$ cat src/rtl/uart_io_ctrl_if.sv
// AXI4-Lite bus between uart_io_ctrl (master) and the UART register block (slave).
// Only the fields the sequencer needs are carried; there is no PROT/ID signalling.
interface uart_io_ctrl_if;
   logic [3:0]  ARADDR;
   logic        ARVALID;
   logic        ARREADY;
   logic [31:0] RDATA;
   logic [1:0]  RRESP;
   logic        RVALID;
   logic        RREADY;
   logic [3:0]  AWADDR;
   logic        AWVALID;
   logic        AWREADY;
   logic [31:0] WDATA;
   logic [3:0]  WSTRB;
   logic        WVALID;
   logic        WREADY;
   logic [1:0]  BRESP;
   logic        BVALID;
   logic        BREADY;

   modport master (
      output ARADDR, ARVALID, input  ARREADY,
      input  RDATA, RRESP, RVALID, output RREADY,
      output AWADDR, AWVALID, input  AWREADY,
      output WDATA, WSTRB, WVALID, input  WREADY,
      input  BRESP, BVALID, output BREADY
   );

   modport slave (
      input  ARADDR, ARVALID, output ARREADY,
      output RDATA, RRESP, RVALID, input  RREADY,
      input  AWADDR, AWVALID, output AWREADY,
      input  WDATA, WSTRB, WVALID, output WREADY,
      output BRESP, BVALID, input  BREADY
   );
endinterface

$ cat src/rtl/uart_io_ctrl.sv
// uart_io_ctrl: sequences the core's one-byte in/out requests into
// status-poll + data-access transactions on an AXI4-Lite UART.
// UART map: 0x0 RX data, 0x4 TX data, 0x8 status (bit0 RX valid, bit3 TX full).
// Optional feature macro: UART_RX_PREFETCH_EN -- when defined, idle cycles are
// used to prefetch received bytes into a small FIFO so a buffered `in`
// completes in one cycle. Undefined (default): no FIFO, RX_LEVEL is 0.
module uart_io_ctrl #(
   parameter int FIFO_DEPTH = 4,
   parameter int LW         = $clog2(FIFO_DEPTH) + 1
) (
   input  logic          CLK,
   input  logic          RST_N,
   input  logic          IN_REQ,
   output logic          IN_ACK,
   output logic [7:0]    IN_DATA,
   input  logic          OUT_REQ,
   input  logic [7:0]    OUT_DATA,
   output logic          OUT_ACK,
   output logic          BUSY,
   output logic          ERR,
   output logic [LW-1:0] RX_LEVEL,
   uart_io_ctrl_if.master bus
);

   typedef enum logic [2:0] {
      IDLE, S_AR, S_R, D_AR, D_R, W_AW, W_B, ACK
   } state_t;

   // Which request the current AXI sequence is serving.
   typedef enum logic [1:0] {
      OP_IN, OP_OUT, OP_PF
   } op_t;

   localparam logic [3:0] ADDR_RX   = 4'h0;
   localparam logic [3:0] ADDR_TX   = 4'h4;
   localparam logic [3:0] ADDR_STAT = 4'h8;

   state_t      state_q;
   op_t         op_q;
   logic        arvalid_q;
   logic [3:0]  araddr_q;
   logic        rready_q;
   logic        awvalid_q;
   logic        wvalid_q;
   logic [3:0]  awaddr_q;
   logic [31:0] wdata_q;
   logic [3:0]  wstrb_q;
   logic        bready_q;
   logic        aw_done_q;
   logic        w_done_q;
   logic        in_ack_q;
   logic        out_ack_q;
   logic [7:0]  in_data_q;
   logic        err_q;

   // FIFO-facing decisions shared by the FSM and the buffer.
   logic        buf_hit;     // IDLE serves IN_REQ straight from the FIFO
   logic        pf_ok;       // IDLE may launch a background prefetch
   logic [7:0]  fifo_head;

   logic        ack_pend;
   logic        aw_hs;
   logic        w_hs;

   // An ACK pulse is in flight: the core's request is still high this cycle,
   // so IDLE must not treat it as a new one.
   assign ack_pend = in_ack_q | out_ack_q;
   assign aw_hs    = awvalid_q & bus.AWREADY;
   assign w_hs     = wvalid_q & bus.WREADY;

`ifdef UART_RX_PREFETCH_EN
   localparam int PW = $clog2(FIFO_DEPTH);

   logic [7:0]    mem_q [FIFO_DEPTH];
   logic [PW-1:0] wr_ptr_q;
   logic [PW-1:0] rd_ptr_q;
   logic [LW-1:0] level_q;
   logic          push;
   logic          pop;

   // Push only from a prefetch data read, pop only from IDLE: never both.
   assign push      = (state_q == D_R) && bus.RVALID && (op_q == OP_PF);
   assign pop       = buf_hit;
   assign buf_hit   = (state_q == IDLE) && !ack_pend && !OUT_REQ && IN_REQ &&
                      (level_q != '0);
   assign pf_ok     = (level_q != LW'(FIFO_DEPTH));
   assign fifo_head = mem_q[rd_ptr_q];
   assign RX_LEVEL  = level_q;

   // Pointer and occupancy bookkeeping.
   always_ff @(posedge CLK) begin
      if (!RST_N) begin
         wr_ptr_q <= '0;
         rd_ptr_q <= '0;
         level_q  <= '0;
      end else begin
         if (push) begin
            wr_ptr_q <= wr_ptr_q + PW'(1);
            level_q  <= level_q + LW'(1);
         end
         if (pop) begin
            rd_ptr_q <= rd_ptr_q + PW'(1);
            level_q  <= level_q - LW'(1);
         end
      end
   end

   // Storage array; contents are don't-care until written.
   always_ff @(posedge CLK) begin
      if (push) mem_q[wr_ptr_q] <= bus.RDATA[7:0];
   end
`else
   assign buf_hit   = 1'b0;
   assign pf_ok     = 1'b0;
   assign fifo_head = 8'h00;
   assign RX_LEVEL  = '0;
`endif

   // Main sequencer: request arbitration, AXI channel control, ACK pulses.
   always_ff @(posedge CLK) begin
      if (!RST_N) begin
         state_q   <= IDLE;
         op_q      <= OP_IN;
         arvalid_q <= 1'b0;
         araddr_q  <= 4'h0;
         rready_q  <= 1'b0;
         awvalid_q <= 1'b0;
         wvalid_q  <= 1'b0;
         awaddr_q  <= 4'h0;
         wdata_q   <= 32'h0;
         wstrb_q   <= 4'h0;
         bready_q  <= 1'b0;
         aw_done_q <= 1'b0;
         w_done_q  <= 1'b0;
         in_ack_q  <= 1'b0;
         out_ack_q <= 1'b0;
         in_data_q <= 8'h00;
         err_q     <= 1'b0;
      end else begin
         in_ack_q  <= 1'b0;
         out_ack_q <= 1'b0;
         case (state_q)
            IDLE: begin
               if (!ack_pend) begin
                  if (OUT_REQ) begin
                     op_q      <= OP_OUT;
                     state_q   <= S_AR;
                     arvalid_q <= 1'b1;
                     araddr_q  <= ADDR_STAT;
                  end else if (buf_hit) begin
                     in_data_q <= fifo_head;
                     in_ack_q  <= 1'b1;
                  end else if (IN_REQ) begin
                     op_q      <= OP_IN;
                     state_q   <= S_AR;
                     arvalid_q <= 1'b1;
                     araddr_q  <= ADDR_STAT;
                  end else if (pf_ok) begin
                     op_q      <= OP_PF;
                     state_q   <= S_AR;
                     arvalid_q <= 1'b1;
                     araddr_q  <= ADDR_STAT;
                  end
               end
            end
            S_AR: begin
               if (bus.ARREADY) begin
                  arvalid_q <= 1'b0;
                  rready_q  <= 1'b1;
                  state_q   <= S_R;
               end
            end
            S_R: begin
               if (bus.RVALID) begin
                  rready_q <= 1'b0;
                  if (bus.RRESP != 2'b00) err_q <= 1'b1;
                  if (op_q == OP_OUT) begin
                     if (bus.RDATA[3]) begin
                        state_q   <= S_AR;
                        arvalid_q <= 1'b1;
                        araddr_q  <= ADDR_STAT;
                     end else begin
                        state_q   <= W_AW;
                        awvalid_q <= 1'b1;
                        wvalid_q  <= 1'b1;
                        awaddr_q  <= ADDR_TX;
                        wdata_q   <= {24'h0, OUT_DATA};
                        wstrb_q   <= 4'b0001;
                        aw_done_q <= 1'b0;
                        w_done_q  <= 1'b0;
                     end
                  end else if (bus.RDATA[0]) begin
                     state_q   <= D_AR;
                     arvalid_q <= 1'b1;
                     araddr_q  <= ADDR_RX;
                  end else if (op_q == OP_PF) begin
                     state_q <= IDLE;
                  end else begin
                     state_q   <= S_AR;
                     arvalid_q <= 1'b1;
                     araddr_q  <= ADDR_STAT;
                  end
               end
            end
            D_AR: begin
               if (bus.ARREADY) begin
                  arvalid_q <= 1'b0;
                  rready_q  <= 1'b1;
                  state_q   <= D_R;
               end
            end
            D_R: begin
               if (bus.RVALID) begin
                  rready_q <= 1'b0;
                  if (bus.RRESP != 2'b00) err_q <= 1'b1;
                  if (op_q == OP_IN) begin
                     in_data_q <= bus.RDATA[7:0];
                     in_ack_q  <= 1'b1;
                     state_q   <= ACK;
                  end else begin
                     state_q <= IDLE;
                  end
               end
            end
            W_AW: begin
               if (aw_hs) begin
                  awvalid_q <= 1'b0;
                  aw_done_q <= 1'b1;
               end
               if (w_hs) begin
                  wvalid_q <= 1'b0;
                  w_done_q <= 1'b1;
               end
               if ((aw_done_q || aw_hs) && (w_done_q || w_hs)) begin
                  bready_q <= 1'b1;
                  state_q  <= W_B;
               end
            end
            W_B: begin
               if (bus.BVALID) begin
                  bready_q  <= 1'b0;
                  if (bus.BRESP != 2'b00) err_q <= 1'b1;
                  out_ack_q <= 1'b1;
                  state_q   <= ACK;
               end
            end
            ACK: begin
               state_q <= IDLE;
            end
            default: begin
               state_q <= IDLE;
            end
         endcase
      end
   end

   // Status bits other than RX valid / TX full, and the upper data lane, carry
   // nothing this block uses.
   logic unused_rdata;
   assign unused_rdata = ^{bus.RDATA[31:8], bus.RDATA[2:1]};

   assign bus.ARADDR  = araddr_q;
   assign bus.ARVALID = arvalid_q;
   assign bus.RREADY  = rready_q;
   assign bus.AWADDR  = awaddr_q;
   assign bus.AWVALID = awvalid_q;
   assign bus.WDATA   = wdata_q;
   assign bus.WSTRB   = wstrb_q;
   assign bus.WVALID  = wvalid_q;
   assign bus.BREADY  = bready_q;

   assign IN_ACK  = in_ack_q;
   assign IN_DATA = in_data_q;
   assign OUT_ACK = out_ack_q;
   assign BUSY    = (state_q != IDLE);
   assign ERR     = err_q;

endmodule

$ cat src/flat_wrapper.sv
// flat-port wrapper written by rule: the top's interface ports become plain ports
module uart_io_ctrl_flat 
#(
   parameter int FIFO_DEPTH = 4,
   parameter int LW         = $clog2(FIFO_DEPTH) + 1
)
  (CLK, RST_N, IN_REQ, IN_ACK, IN_DATA, OUT_REQ, OUT_DATA, OUT_ACK, BUSY, ERR, RX_LEVEL, bus_ARADDR, bus_ARVALID, bus_ARREADY, bus_RDATA, bus_RRESP, bus_RVALID, bus_RREADY, bus_AWADDR, bus_AWVALID, bus_AWREADY, bus_WDATA, bus_WSTRB, bus_WVALID, bus_WREADY, bus_BRESP, bus_BVALID, bus_BREADY);
  uart_io_ctrl_if bus_i ();
  input  logic CLK;
  input  logic RST_N;
  input  logic IN_REQ;
  output logic IN_ACK;
  output logic [7:0] IN_DATA;
  input  logic OUT_REQ;
  input  logic [7:0] OUT_DATA;
  output logic OUT_ACK;
  output logic BUSY;
  output logic ERR;
  output logic [LW-1:0] RX_LEVEL;
  output wire logic [$bits(bus_i.ARADDR)-1:0] bus_ARADDR;
  output wire logic [$bits(bus_i.ARVALID)-1:0] bus_ARVALID;
  input wire logic [$bits(bus_i.ARREADY)-1:0] bus_ARREADY;
  input wire logic [$bits(bus_i.RDATA)-1:0] bus_RDATA;
  input wire logic [$bits(bus_i.RRESP)-1:0] bus_RRESP;
  input wire logic [$bits(bus_i.RVALID)-1:0] bus_RVALID;
  output wire logic [$bits(bus_i.RREADY)-1:0] bus_RREADY;
  output wire logic [$bits(bus_i.AWADDR)-1:0] bus_AWADDR;
  output wire logic [$bits(bus_i.AWVALID)-1:0] bus_AWVALID;
  input wire logic [$bits(bus_i.AWREADY)-1:0] bus_AWREADY;
  output wire logic [$bits(bus_i.WDATA)-1:0] bus_WDATA;
  output wire logic [$bits(bus_i.WSTRB)-1:0] bus_WSTRB;
  output wire logic [$bits(bus_i.WVALID)-1:0] bus_WVALID;
  input wire logic [$bits(bus_i.WREADY)-1:0] bus_WREADY;
  input wire logic [$bits(bus_i.BRESP)-1:0] bus_BRESP;
  input wire logic [$bits(bus_i.BVALID)-1:0] bus_BVALID;
  output wire logic [$bits(bus_i.BREADY)-1:0] bus_BREADY;
  assign bus_ARADDR = bus_i.ARADDR;
  assign bus_ARVALID = bus_i.ARVALID;
  assign bus_i.ARREADY = bus_ARREADY;
  assign bus_i.RDATA = bus_RDATA;
  assign bus_i.RRESP = bus_RRESP;
  assign bus_i.RVALID = bus_RVALID;
  assign bus_RREADY = bus_i.RREADY;
  assign bus_AWADDR = bus_i.AWADDR;
  assign bus_AWVALID = bus_i.AWVALID;
  assign bus_i.AWREADY = bus_AWREADY;
  assign bus_WDATA = bus_i.WDATA;
  assign bus_WSTRB = bus_i.WSTRB;
  assign bus_WVALID = bus_i.WVALID;
  assign bus_i.WREADY = bus_WREADY;
  assign bus_i.BRESP = bus_BRESP;
  assign bus_i.BVALID = bus_BVALID;
  assign bus_BREADY = bus_i.BREADY;
  uart_io_ctrl #(.FIFO_DEPTH(FIFO_DEPTH), .LW(LW)) u_core (.CLK(CLK), .RST_N(RST_N), .IN_REQ(IN_REQ), .IN_ACK(IN_ACK), .IN_DATA(IN_DATA), .OUT_REQ(OUT_REQ), .OUT_DATA(OUT_DATA), .OUT_ACK(OUT_ACK), .BUSY(BUSY), .ERR(ERR), .RX_LEVEL(RX_LEVEL), .bus(bus_i));
endmodule
$ cat config.mk
export PLATFORM = sky130hd
export DESIGN_NAME = uart_io_ctrl_flat
export DESIGN_NICKNAME = d
export VERILOG_FILES = /design/src/rtl/uart_io_ctrl_if.sv /design/src/rtl/uart_io_ctrl.sv /design/src/flat_wrapper.sv
export SDC_FILE = /design/constraint.sdc
export NUM_CORES = 1
export LEC_CHECK = 0
export ABC_AREA = 1
export CORE_MARGIN = 4
export CORE_UTILIZATION = 39
export DETAILED_ROUTE_END_ITERATION = 10
export GPL_ROUTABILITY_DRIVEN = 0
export PLACE_DENSITY = 0.87
export SYNTH_ARGS = -nofsm -noshare
export SYNTH_HDL_FRONTEND = slang
export SYNTH_SLANG_ARGS = --single-unit
$ cat constraint.sdc
create_clock -name CLK -period 1.8 [get_ports CLK]
set_input_delay 0.27 -clock CLK [delete_from_list [all_inputs] [get_ports CLK]]
set_output_delay 0.27 -clock CLK [all_outputs]
set_load 0.02 [all_outputs]
==> flow_summary.yaml, run 1 <==
critical_path:
  reg2reg_slack_ns: 0.36
  slowest_stage: "dfxtp_1"
  worst_setup_path_end_kind: "primary output"
  cp_top_family: "buffers and inverters"
  critPathKind: "reg2out"
  worst_setup_path_start_kind: "register"
  path_max_fanout: 4
  cp_slowest_stage_delay_ns: 0.37
  crit_chain: "inv_2 > nand2_1 > nor2_1 > inv_1 > dlygate4sd2_1"
  cp_num_buf_inv: 3
  worstPathArrival_ns: 1.40
  crit_required_ns: 1.53
timing:
  fmax_ghz: 0.5971
  worst_slack_ns: 0.1254
  rsz0062_at_grt: "false"
  post-route-min-period_ns: 1.675
  skew_ns: 0.003412
  drv_slew: 0
  setup_violations: 0
  final-hold-violation-count: 0
  tns_ns: 0
  finalCritPeriodShare: 0.9304
placed_design:
  dpl-instance-area_sq_um: 2245
  dp_hpwl_microns: 3277
  port_buffers: 56
  place_ws_ns: 0.1133
global_routing:
  grt_max_degree: 15
  antenna_found_initial: 0
  grt_overflow_total: 0
  met2_usage: 0.2263
  grt_use_met3: 0.05277
  grt_pass1_wl_microns: 6258
  grt_pass1_vias: 1396
  grt.busiest_layer: "met2"
  grt_use_total: 0.1449
  grtUsageMet1: 0.1816
floorplan:
  dieArea_sq_um: 5678
  rows: 24
  io-pin-count: 117
  die_h_microns: 75.35
  die_w_microns: 75.35
  start_util: 0.4035
  coreArea_sq_um: 4384
clock_network:
  clk_path_buf_depth: 2
  htree_levels: 2
  clock-sinks: 32
  cts_buffers: 5
  clockRootBuffer: "clkbuf_8"
  holdBufCountCts: 0
  postCtsSetupBuffers: 0
  clock_latency_ns: 0.28
  cts_tree: "done"
  ctsResizeCount: 2
  clk_pin_slew_ns: 0.07
final_layout:
  drive_above_1_share: 0.09524
  syn_to_final_growth_pct: 32.11
  n_antenna_cell: 0
  stdcell_area_sq_um: 2337
  final_nets: 367
  final_util: 0.5331
  num-fill-cells: 415
detailed_routing:
  drc: 0
  drt_iter0_drc: 101
  vias: 1692
  drt-wirelength-per-cell_microns: 11.44
  wirelength_microns: 4200
  dr.pass1.iters: 4
  ant_nets: 0
  via_per_inst: 4.610
synthesis:
  syn_inst: 254
  synth_area_per_cell_sq_um: 6.965
  synth.cell_area_sq_um: 1769
  yosys_warnings: 0
  yosysUniqueCellTypes: 23
  ys_ff_latch: 32
  seq_area_frac_synth: 0.3621
power:
  ir_drop_uv: 483.6
  power.density_nw_per_um2: 1082
  totalPowerFinal_mw: 2.530
  power.leakage_nw: 1.046
hold_path:
  hold_path_class: "reg2reg"
run_status:
  status: "finished, final reports clean"
flow_run:
  drv_cap: 0
-- metrics by stage --
stage,cells,hold WS (ns)
after global placement,359,0.4342
final,367,0.4448
after detailed placement,359,0.4416
after global routing,367,0.4805
after CTS,367,0.4513
after floorplan,289,0.3929
-- cell usage after synthesis --
cell      instances  area share
a21oi_1          19       0.054
a21oi_2           2      0.0099
and2_4            1      0.0050
buf_4            39        0.17
buf_6             1      0.0064
clkbuf_1          2      0.0042
clkinv_1          1      0.0021
clkinv_2          1      0.0028
conb_1            1      0.0021
dfxtp_1          32        0.36
inv_1            15       0.032
inv_2             4      0.0085
nand2_1          50        0.11
nand2_2           2      0.0071
nand2_4           2       0.013
nand3_1          21       0.059
nand3_2           1      0.0057
nand4_1           2      0.0071
nor2_1           41       0.087
nor2_4            3       0.019
nor3_1            1      0.0028
o21ai_0          12       0.034
o21ai_2           1      0.0050
-- layout by cell type (no fill, tap or decap) --
| cell | Yosys | layout |
|---|---|---|
| a21oi_1 | 19 | 19 |
| a21oi_2 | 2 | 2 |
| and2_4 | 1 | 1 |
| buf_4 | 39 | 4 |
| clkbuf_8 | 0 | 6 |
| clkdlybuf4s50_1 | 0 | 55 |
| clkinv_1 | 1 | 1 |
| clkinv_2 | 1 | 3 |
| conb_1 | 1 | 36 |
| dfxtp_1 | 32 | 31 |
| dfxtp_2 | 0 | 1 |
| dlygate4sd2_1 | 0 | 1 |
| inv_1 | 15 | 15 |
| inv_2 | 4 | 4 |
| nand2_1 | 50 | 50 |
| nand2_2 | 2 | 2 |
| nand2_4 | 2 | 2 |
| nand3_1 | 21 | 21 |
| nand3_2 | 1 | 1 |
| nand4_1 | 2 | 2 |
| nor2_1 | 41 | 41 |
| nor2_4 | 3 | 3 |
| nor3_1 | 1 | 1 |
| o21ai_0 | 12 | 12 |
| o21ai_2 | 1 | 1 |
-- final timing paths --
check,endpoint,start,cells after the start
max,BUSY,u_core.state_q[1],5
min reg2reg,u_core.bus.RREADY,u_core.bus.RREADY,2
max reg2reg,u_core.bus.WDATA[5],u_core.state_q[1],7
min,u_core.bus.RREADY,u_core.bus.RREADY,2
-- final cells by class --
class | count | area, sq um | share of cell area
multi-input combinational | 194 | 868.3 | 0.3715
sequential | 32 | 641.9 | 0.2746
timing repair buffer | 60 | 589.3 | 0.2521
clock buffer | 6 | 82.58 | 0.03533
inverter | 21 | 80.08 | 0.03426
tap | 52 | 65.06 | 0.02784
clock inverter | 2 | 10.01 | 0.004283
-- tightest hold or removal path, cell delays in order, from the launching register on --
cell	delay [ns]
dfxtp_1	0.31
inv_1	0.05
a21oi_1	0.05
-- power breakdown --
| group | leakage [nW] | switching (mW) | internal [mW] |
|---|---|---|---|
| combinational | 0.736 | 0.673 | 0.398 |
| sequential | 0.260 | 0.0787 | 0.810 |
| clock | 0.0510 | 0.265 | 0.305 |
| total | 1.05 | 1.02 | 1.51 |
-- logic make-up after synthesis --
group / synth area share
AND/OR/NAND/NOR: 0.3119
AO/OA/AOI/OAI: 0.1025
flip-flops: 0.3621
buffers and inverters: 0.2213
other: 0.002120
-- sequential cells by signal (all words and copies together) (netlist names) --
register            cells
u_core.ERR              1
u_core.IN_ACK           1
u_core.IN_DATA          8
u_core.OUT_ACK          1
u_core.aw_done_q        1
u_core.bus.ARADDR       1
u_core.bus.ARVALID      1
u_core.bus.AWADDR       1
u_core.bus.AWVALID      1
u_core.bus.BREADY       1
u_core.bus.RREADY       1
u_core.bus.WDATA        8
u_core.bus.WVALID       1
u_core.op_q             1
u_core.state_q          3
u_core.w_done_q         1
-- metal layers --
layer  routed length (microns)  part of all wire
met3                       383             0.091
met1                      1715              0.41
met2                      2019              0.48
met4                        81             0.019
met5                         0                 0
Power figures use the tool's default switching activity.
==> run 2: changes to the inputs <==
--- a/config.mk
+++ b/config.mk
@@ -6,11 +6,12 @@
 export NUM_CORES = 1
 export LEC_CHECK = 0
 export ABC_AREA = 1
-export CORE_MARGIN = 4
+export CORE_MARGIN = 10
 export CORE_UTILIZATION = 39
 export DETAILED_ROUTE_END_ITERATION = 10
 export GPL_ROUTABILITY_DRIVEN = 0
 export PLACE_DENSITY = 0.87
+export SETUP_SLACK_MARGIN = 0.3
 export SYNTH_ARGS = -nofsm -noshare
 export SYNTH_HDL_FRONTEND = slang
 export SYNTH_SLANG_ARGS = --single-unit
==> run 2 against run 1 <==
Clock power rose by 3.7%. Non-clock buffer count rose by 2. Flip-flop and latch count did not move. Final cell count rose by 0.27%. Total power barely moved. Routed wire length rose by 14%. Via count fell by 1.5%. Setup slack improved by 0.24 ns. Critical endpoint unchanged. Highest routed layer unchanged.
==> flow_summary.yaml, run 2 (synthesized netlist as in run 1, its figures left out) <==
power:
  power.density_nw_per_um2: 1072
  ir_drop_uv: 560.3
  power.leakage_nw: 1.303
timing:
  fmax_ghz: 0.6984
  skew_ns: 0.006118
  post-route-min-period_ns: 1.432
  drv_slew: 0
  setup_violations: 0
  tns_ns: 0
  rsz0062_at_grt: "true"
  finalCritPeriodShare: 0.7955
  final-hold-violation-count: 0
critical_path:
  critPathKind: "reg2out"
  worst_setup_path_end_kind: "primary output"
  cp_top_family: "flip-flops"
  crit_required_ns: 1.53
  rr_startpoint: "u_core.state_q[2]"
  worstPathArrival_ns: 1.16
  slowest_stage: "dfxtp_2"
  crit_chain: "inv_2 > nand2_1 > nor2_2 > inv_1 > buf_2"
  cp_slowest_stage_delay_ns: 0.36
  path_max_fanout: 7
  cp_num_buf_inv: 3
  worst_setup_path_start_kind: "register"
  cp-startpoint: "u_core.state_q[0]"
global_routing:
  grt_use_total: 0.1210
  grt_pass1_wl_microns: 7493
  antenna_found_initial: 0
  grt_overflow_total: 0
  grt_max_degree: 15
  grt_pass1_vias: 1631
detailed_routing:
  via_per_inst: 4.530
  ant_nets: 0
  vias: 1667
  dr.pass1.iters: 4
  drt-wirelength-per-cell_microns: 13.05
  drc: 0
  wirelength_microns: 4802
  drt_iter0_drc: 133
final_layout:
  final_nets: 369
  syn_to_final_growth_pct: 33.52
  num-fill-cells: 430
  n_antenna_cell: 0
  layout_commonest_cell: "nand2_1"
  drive_above_1_share: 0.1139
  final_util: 0.5388
  final_cell_mix: "nand2_1, nor2_1, conb_1"
hold_path:
  hold_path_class: "reg2reg"
  hp-start: "u_core.bus.RREADY"
floorplan:
  start_util: 0.4035
  die_h_microns: 87.35
  dieArea_sq_um: 7630
  die_w_microns: 87.35
  io-pin-count: 117
  coreArea_sq_um: 4384
  rows: 24
clock_network:
  cts_tree: "done"
  clock-sinks: 32
  holdBufCountCts: 0
  cts_buffers: 5
  clk_path_buf_depth: 2
  clk_pin_slew_ns: 0.06
  clockRootBuffer: "clkbuf_8"
  htree_levels: 2
  clock_latency_ns: 0.29
placed_design:
  dp_hpwl_microns: 3866
  port_buffers: 56
run_status:
  status: "finished, final reports clean"
flow_run:
  drv_cap: 0
run 2: cell count changes in the layout (fill, tap and decap cells not counted), moves of 3 or more:
cell,before,now
nor2_2,0,3
dlymetal6s2s_1,0,9
clkdlybuf4s50_1,55,28
nor2_1,41,38
dlygate4sd2_1,1,18
clkinv_2,3,0
run 2: cell type report:
cell class / count / area [sq um] / share of cell area
tap: 52 / 65.06 / 0.02754
clock buffer: 7 / 96.34 / 0.04078
multi-input combinational: 194 / 875.8 / 0.3708
sequential: 32 / 643.1 / 0.2722
inverter: 21 / 81.33 / 0.03443
timing repair buffer: 62 / 600.6 / 0.2542
run 2: timing repair:
action / CTS / global route
endpoints found under the hold margin: 0 / 0
gates resized for setup: 24 / 13
cloned: 0 / 0
pin swaps: 0 / 2
buffers inserted: 0 / 2
endpoints found under the setup margin: 19 / 20
run 2: worst register-to-register path: cells and delay by family, from the launching register on:
kind / cells / cell delay, ns
buffers and inverters: 2 / 0.28
and+or+nand+nor: 7 / 0.68
DFF: 1 / 0.35
run 2: final timing paths:
kind,slack [ns],depth (start not counted),end
max,0.37,5,BUSY
min,0.44,2,u_core.bus.RREADY
max reg2reg,0.39,9,u_core.state_q[1]
min reg2reg,0.44,2,u_core.bus.RREADY
run 2: per-stage QoR:
stage / power, mW / hold slack (ns) / worst slack, ns / std cells / instance area [sq um]
global placement: 1.953 / 0.4333 / 0.1564 / 359 / 2245
CTS: 2.548 / 0.4456 / 0.2672 / 366 / 2325
global route: 2.721 / 0.4798 / 0.2783 / 368 / 2362
finish: 2.532 / 0.4401 / 0.3682 / 368 / 2362
detailed placement: 1.977 / 0.4396 / 0.1362 / 359 / 2245
floorplan: 1.689 / 0.3929 / 0.5500 / 289 / 1901
run 2: layer usage:
metal  global-route usage  routed length [microns]  up-vias
met5                    0                        0        -
met4              0.05217                      123        0
met3              0.06367                      572       13
met2               0.2070                     2372       72
met1               0.1188                     1734      725
li1                     -                        -      857
run 2: power by group:
| part | internal [mW] | switching (mW) |
|---|---|---|
| Combinational | 0.371 | 0.681 |
| Sequential | 0.812 | 0.0778 |
| Clock | 0.340 | 0.251 |
